**config.mk**
```make
export PLATFORM = sky130hd
export DESIGN_NAME = serial_subtractor
export DESIGN_NICKNAME = d
export VERILOG_FILES = /design/src/rtl/serial_arith_pkg.sv /design/src/rtl/full_subtractor.sv /design/src/rtl/serial_subtractor.sv
export SDC_FILE = /design/constraint.sdc
export NUM_CORES = 1
export LEC_CHECK = 0
export CAP_MARGIN = 20
export CORE_MARGIN = 4
export CORE_UTILIZATION = 56
export DETAILED_ROUTE_END_ITERATION = 7
export PLACE_DENSITY = 0.83
export SLEW_MARGIN = 20
export SYNTH_ARGS = -nofsm -noshare
export SYNTH_HDL_FRONTEND = slang
export SYNTH_SLANG_ARGS = --single-unit
```
**constraint.sdc**
```tcl
create_clock -name clk -period 3 [get_ports clk]
set_input_delay 0.6 -clock clk [delete_from_list [all_inputs] [get_ports clk]]
set_output_delay 0.6 -clock clk [all_outputs]
set_load 0.005 [all_outputs]
```
**src/rtl/serial_arith_pkg.sv**
```systemverilog
// Shared types and helpers for the bit-serial arithmetic blocks.
// Holds the control FSM encoding and the bit-counter width rule.
package serial_arith_pkg;

    typedef enum logic [1:0] {
        IDLE  = 2'd0,
        SHIFT = 2'd1,
        DONE  = 2'd2
    } state_t;

    localparam int DEFAULT_WIDTH = 8;

    function automatic int cnt_width(input int w);
        return $clog2(w) + 1;
    endfunction

endpackage

```
**src/rtl/full_subtractor.sv**
```systemverilog
// Single-bit full subtractor cell: d = x - y - bin, with the borrow out.
// Purely combinational, zero latency, no flow control.
module full_subtractor (
    input  logic x,
    input  logic y,
    input  logic bin,
    output logic d,
    output logic bout
);

    assign d    = x ^ y ^ bin;
    assign bout = (~x & y) | (~(x ^ y) & bin);

endmodule

```
**src/rtl/serial_subtractor.sv**
```systemverilog
// Bit-serial a - b, LSB first; done pulses WIDTH edges after the accepting edge.
// start is ignored while busy; optional signed overflow output under SERIAL_SUB_OVERFLOW_EN.
module serial_subtractor
    import serial_arith_pkg::*;
#(
    parameter int WIDTH = DEFAULT_WIDTH
) (
    input  logic             clk,
    input  logic             rst_n,
    input  logic             start,
    input  logic [WIDTH-1:0] a,
    input  logic [WIDTH-1:0] b,
    output logic             busy,
    output logic             done,
    output logic [WIDTH-1:0] diff,
    output logic             borrow_out
`ifdef SERIAL_SUB_OVERFLOW_EN
    ,
    output logic             overflow
`endif
);

    localparam int            CW   = cnt_width(WIDTH);
    localparam logic [CW-1:0] LAST = CW'(WIDTH - 1);

    state_t           state;
    logic [WIDTH-1:0] a_sr;
    logic [WIDTH-1:0] b_sr;
    logic [WIDTH-1:0] diff_sr;
    logic [WIDTH-1:0] diff_next;
    logic             borrow;
    logic [CW-1:0]    cnt;
    logic             d;
    logic             bout;
`ifdef SERIAL_SUB_OVERFLOW_EN
    logic             a_msb;
    logic             b_msb;
`endif

    full_subtractor u_cell (
        .x    (a_sr[0]),
        .y    (b_sr[0]),
        .bin  (borrow),
        .d    (d),
        .bout (bout)
    );

    // The new bit enters at the MSB so after WIDTH shifts diff_sr is LSB-aligned.
    assign diff_next = {d, diff_sr[WIDTH-1:1]};

    always_ff @(posedge clk or negedge rst_n) begin
        if (!rst_n) begin
            state      <= IDLE;
            busy       <= 1'b0;
            done       <= 1'b0;
            diff       <= '0;
            borrow_out <= 1'b0;
            a_sr       <= '0;
            b_sr       <= '0;
            diff_sr    <= '0;
            borrow     <= 1'b0;
            cnt        <= '0;
`ifdef SERIAL_SUB_OVERFLOW_EN
            overflow   <= 1'b0;
            a_msb      <= 1'b0;
            b_msb      <= 1'b0;
`endif
        end else begin
            done <= 1'b0;
            case (state)
                IDLE: begin
                    if (start) begin
                        a_sr   <= a;
                        b_sr   <= b;
                        borrow <= 1'b0;
                        cnt    <= '0;
                        busy   <= 1'b1;
                        state  <= SHIFT;
`ifdef SERIAL_SUB_OVERFLOW_EN
                        a_msb  <= a[WIDTH-1];
                        b_msb  <= b[WIDTH-1];
`endif
                    end
                end
                SHIFT: begin
                    a_sr    <= a_sr >> 1;
                    b_sr    <= b_sr >> 1;
                    diff_sr <= diff_next;
                    borrow  <= bout;
                    cnt     <= cnt + CW'(1);
                    if (cnt == LAST) begin
                        diff       <= diff_next;
                        borrow_out <= bout;
                        done       <= 1'b1;
                        state      <= DONE;
`ifdef SERIAL_SUB_OVERFLOW_EN
                        overflow   <= (a_msb != b_msb) && (d != a_msb);
`endif
                    end
                end
                DONE: begin
                    busy  <= 1'b0;
                    state <= IDLE;
                end
                default: begin
                    busy  <= 1'b0;
                    state <= IDLE;
                end
            endcase
        end
    end

endmodule

```
==> run metrics, run 1 <==
Layout area overhead=21.3%; Clock Tree Buf Depth=2; top post-synthesis cells by area=dfrtp_1 57%, a22oi_1 5.8%, nand2_1 5.8%, mux2_2 5.6%, nor2b_1 5.5%; CP Launch Type=input port; capturing point of the worst reg2reg path=b_sr[0]; Mapped Area=1800 sq um; Setup Buffers After CTS=0; share of the synthesized area in the top cell type=56.9%; Crit Path Max Fanout=15; number of synthesized flops with an enable pin=0; Die W=64.8 microns; Async SR Flop Fraction=100%; sequential area share after synthesis=56.9%; GPL Wtd Cong=0.778; core area=3080 sq um; Yosys cell types=23; Pre-antenna DRT Iters=4; Worst Tran Pin Value=0.994 ns; Final Critical Period=1.97 ns; CP Buf/Inv Count=1; worst path cell trace=clkdlybuf4s50_1, nor2b_1, a2bb2oi_1, o21ai_0; FILL cells=251; Critical R2R Launch=state[1]; Worst Path Arrival=2.24 ns; Fin. Hold Viols=0; run status=finished, final reports clean; # rows=20; Post-Synthesis Cells=171; final WL=3690 microns; Iteration-0 DRC Markers=91; YS warnings=0; IO Count=30; initial antenna violation count=0; setup slack, reg-to-reg=1.13 ns; Avg WL per Cell=14.9 microns; Crit path largest cell delay=0.79 ns; clock skew=0.00906 ns; H-tree depth=2; Pwr Total=2.05 mW; Setup CP Type=input port to flop; Design Area, Final=2190 sq um; VDD IR max=0.436 mV; Nets=223; TritonCTS clock tree=yes; CP Depth=4; most frequent cells after synthesis=41 x dfrtp_1, 28 x nand2_1, 18 x o21ai_0; CTS sink count=41; Synth Net Count=192; Main synth FF type=dfrtp_1; CP required=3.26 ns; area leader, netlist=dfrtp_1; Top delay family on crit path=simple AND/OR/NAND/NOR gates; drt via density=5.53; clk_lat worst skew=0.35 ns; Yosys reg bits=41; Clock Root Buffer=clkbuf_4; dpl hpwl=2570 microns; Final Max Slew Viols=0; hold-fix buffer count after cts=0; max-cap check violation count=0; chip height=64.8 microns; RSZ-0062 raised after global routing=false; cts bufs inserted=5; Layout Utilization=71.1%; Starting Density=58.6%; Mean Syn Cell Area=10.6 sq um; Max Freq=506 MHz; final setup fails=0; first-pass GRT wire length=6360 microns; top-count cell post-synth=dfrtp_1; worst rel slew slack=33.6%; total track usage=20.0%; Antenna Violating Nets Remaining=0; port bufs=29; die area=4190 sq um; CTS clk-pin slew, worst paths=0.12 ns; worst min-delay path class=input port to async pin; ANT cells=0; grt ovf=0; vias in the first global route=1391; power per cell area=936 nW/um^2; DRC violations left=0; period utilization=65.8%; CP Capture Type=flop; Critical Path Start=start; vias=1366; PostCTS Resize Cnt=0; Reg2Reg Depth=4; post-route setup TNS=0 ns; placed cell area=2140 sq um; share of post-route cells with drive strength above 1=11.3%; CP max stage cell=nor2b_1; static leakage=0.956 nW; largest net degree at the start of global routing=42
sequential cells by signal, indices dropped and copies added (netlist names), 2 cells and up:
signal / cells
cnt: 4
diff_sr: 7
b_sr: 8
state: 2
diff: 8
a_sr: 8
placed cells by master, fill, tap and decap left out, drive strengths merged:
cell,Yosys,final
dfrtp,41,41
nand2,28,28
clkdlybuf4s50,0,28
o21ai,18,18
nor2b,16,16
a21oi,15,15
a22oi,14,14
mux2,9,9
clkbuf,8,6
buf,1,5
nor2,4,4
inv,3,3
nand3,2,2
a22o,2,2
clkinv,0,2
nor3,2,2
nand2b,1,1
o21bai,1,1
o311ai,1,1
and2b,1,1
a2bb2oi,1,1
mux2i,1,1
fa,1,1
ha,1,1
metrics by stage:
stage          hold slack, ns  setup slack, ns  cells
2_1_floorplan           0.304             1.56    171
3_3_place_gp            0.455            0.784    239
3_5_place_dp            0.469            0.614    239
4_1_cts                 0.376             1.01    247
5_1_grt                 0.398            0.864    247
6_report                0.359             1.03    247
how the worst max path moves through the flow:
stage / end
3_5_place_dp: b_sr[0]
5_1_grt: a_sr[6]
3_3_place_gp: a_sr[0]
6_report: b_sr[0]
4_1_cts: b_sr[0]
2_1_floorplan: diff[0]
cell families after synthesis:
logic type | Yosys count | share of synthesized area (%)
AO/OA/AOI/OAI | 52 | 17.3
AND/OR/NAND/NOR | 54 | 15.1
flip-flops | 41 | 56.9
buffers and inverters | 12 | 2.70
adder cells (fa/ha/maj) | 2 | 1.80
multiplexers | 10 | 6.17
final cells by class:
type	count	area (sq um)	area share (%)
Clock inverter	2	10.0	0.457
Clock buffer	6	41.3	1.89
Multi-Input combinational cell	118	729	33.3
Inverter	3	11.3	0.515
Tap cell	44	55.1	2.52
Timing Repair Buffer	33	315	14.4
Sequential cell	41	1030	46.9
metal layers:
metal	GRT usage (%)	share of wire, %	up-vias
li1	-	-	654
met1	23.8	43	680
met2	34.0	51	26
met3	6.24	3.7	6
met4	7.12	1.4	0
met5	0	0	-
power by group:
group	switching, mW	total [mW]	internal (mW)
registers	0.184	0.967	0.784
logic	0.401	0.817	0.416
clock network	0.175	0.264	0.0894
total	0.760	2.05	1.29
worst reg2reg max path: stages (launching register included):
cell and delay (ns):
dfrtp_1 0.40, buf_4 0.21, nor2b_1 0.79, a2bb2oi_1 0.17, o21ai_0 0.21
(Power assumes the default switching activity.)
==> inputs of run 2 (changes only) <==
--- a/config.mk
+++ b/config.mk
@@ -7,9 +7,9 @@
 export LEC_CHECK = 0
 export CAP_MARGIN = 20
 export CORE_MARGIN = 4
-export CORE_UTILIZATION = 56
+export CORE_UTILIZATION = 52
 export DETAILED_ROUTE_END_ITERATION = 7
-export PLACE_DENSITY = 0.83
+export PLACE_DENSITY = 0.78
 export SLEW_MARGIN = 20
 export SYNTH_ARGS = -nofsm -noshare
 export SYNTH_HDL_FRONTEND = slang
==> constraint.sdc (replaced) <==
create_clock -name clk -period 2.1 [get_ports clk]
set_input_delay 0.42 -clock clk [delete_from_list [all_inputs] [get_ports clk]]
set_output_delay 0.42 -clock clk [all_outputs]
set_load 0.005 [all_outputs]
==> run 2 against run 1 <==
Effect of this change: critical endpoint is now borrow_out; highest routed layer unchanged; design area grew 1.5%; clock-buffer cell count is the same; clock power grew 44%; final cell count grew 2.4%; global-route usage shrank 1.1 points; worst hold slack lost 0.25 ns; utilization shrank 4.5 points; die area grew 6.7%; wire length shrank 0.79%; via count grew 0.22%; critical path depth shrank 3; worst setup slack lost 0.58 ns.
==> run metrics, run 2 (same netlist as run 1, synthesis figures left out) <==
Reg2Reg Depth=4 (unchanged); Worst Path Arrival=1.24 ns (-1.00 ns); CP Launch Type=flop; most frequent cells in the layout=41 x dfrtp_1, 28 x nand2_1, 28 x clkdlybuf4s50_1; clk_lat worst skew=0.36 ns (about the same); Max Freq=604 MHz; total track usage=18.9% (-1.1 points); Worst Tran Pin Value=0.504 ns (-0.489 ns); CP required=1.68 ns (-1.58 ns); ANT cells=0 (unchanged); Nets=227 (+1.8%); setup slack, reg-to-reg=0.49 ns (-0.64 ns); Layout area overhead=23.1%; share of post-route cells with drive strength above 1=13.0% (+1.7 points); grt ovf=0 (unchanged); power per cell area=1340 nW/um^2 (+43%); worst min-delay path class=input port to async pin; RSZ-0062 raised after global routing=false; hold-fix buffer count after cts=0 (unchanged); CTS sink count=41 (unchanged); Pre-antenna DRT Iters=4 (unchanged); Final WS setup=0.444 ns (-0.581 ns); worst path cell trace=clkdlybuf4s50_1; final setup fails=0 (unchanged); Design Area, Final=2220 sq um (+1.5%); DRC violations left=0 (unchanged); drt via density=5.41 (-2.2%); final WL=3660 microns (-0.79%); Pwr Total=2.97 mW (+45%); cts bufs inserted=5 (unchanged); Die W=66.9 microns (+3.3%); H-tree depth=2 (unchanged); PostCTS Resize Cnt=0 (unchanged); die area=4480 sq um (+6.7%); CP max stage cell=clkdlybuf4s50_1; Final Critical Period=1.66 ns; placed cell area=2170 sq um (+1.5%); capturing point of the worst reg2reg path=diff[1]; vias in the first global route=1365 (-1.9%); port bufs=29 (unchanged); Clock Tree Buf Depth=2 (unchanged); dpl hpwl=2540 microns (-1.4%); GPL Wtd Cong=0.791 (+1.6%); run status=finished, final reports clean; chip height=66.9 microns (+3.3%); FILL cells=280 (+12%); IO Count=30 (unchanged); first-pass GRT wire length=6190 microns (-2.7%); max-cap check violation count=0 (unchanged); # rows=21 (+5.0%); CTS clk-pin slew, worst paths=0.12 ns (about the same); Antenna Violating Nets Remaining=0 (unchanged); largest net degree at the start of global routing=42 (unchanged); Crit path largest cell delay=0.50 ns (-0.29 ns); worst rel slew slack=66.4% (+33 points); Iteration-0 DRC Markers=62 (-32%); initial antenna violation count=0 (unchanged); pre-CTS WS=0.292 ns (-0.322 ns); Final Max Slew Viols=0 (unchanged); Top Registers=a_sr (8), b_sr (8), diff (8); vias=1369 (+0.22%); commonest non-fill, non-tap cell in the layout=dfrtp_1; post-route setup TNS=0 ns (unchanged); core area=3340 sq um (+8.4%); TritonCTS clock tree=yes; Clock Root Buffer=clkbuf_4; clock skew=0.00613 ns (-0.00293 ns); Setup Buffers After CTS=0 (unchanged); Setup CP Type=flop to output port; VDD IR max=0.807 mV (+85%); period utilization=78.8%; Critical R2R Launch=cnt[0]; Crit Path Max Fanout=2 (-13); static leakage=0.975 nW (+2.0%); Starting Density=54.1% (-4.5 points); CP Capture Type=output port; Top delay family on crit path=buffers and inverters; Fin. Hold Viols=0 (unchanged); CP Buf/Inv Count=1 (unchanged); Avg WL per Cell=14.5 microns (-3.1%)
run 2: worst max-delay path by stage:
stage / from / end / cells past startpoint
after floorplan: cnt[0] / diff[0] / 4
after global placement: start / a_sr[0] / 5
after global routing: cnt[0] / diff[1] / 4
final: borrow_out / borrow_out / 1
after detailed placement: start / b_sr[3] / 5
after CTS: borrow_out / borrow_out / 1
run 2: area by class of cell:
class / count / area [sq um] / share of cell area (%)
Tap cell: 46 / 57.6 / 2.59
Clock inverter: 2 / 10.0 / 0.451
Sequential cell: 41 / 1030 / 46.2
Timing Repair Buffer: 37 / 345 / 15.5
Clock buffer: 6 / 41.3 / 1.86
Multi-Input combinational cell: 118 / 729 / 32.8
Inverter: 3 / 11.3 / 0.507
run 2: metrics by stage:
step	std cells	util (%)	hold slack (ns)
after floorplan	171	-	0.124
after global placement	245	65.0	0.455
after detailed placement	245	65.0	0.464
after CTS	253	66.6	0.115
after global routing	253	66.6	0.138
final	253	66.6	0.111
run 2: worst reg2reg max path: stages (launching register included):
cell	delay (ns)
dfrtp_1	0.41
ha_1	0.19
nand2_1	0.12
nor3_4	0.40
mux2_2	0.40
run 2: where the power goes:
group / leakage, nW / total (mW) / switching [mW] / internal (mW)
Sequential: 0.525 / 1.35 / 0.228 / 1.12
Combinational: 0.418 / 1.24 / 0.619 / 0.621
Clock: 0.0320 / 0.380 / 0.252 / 0.128
run 2: routing by layer:
layer  routed length [microns]  GRT usage [%]  vias up
li1                          -              -      664
met1                      1550           23.3      675
met2                      1920           30.9       24
met3                       136           4.05        6
met4                        52           9.87        0
met5                         0              0        -
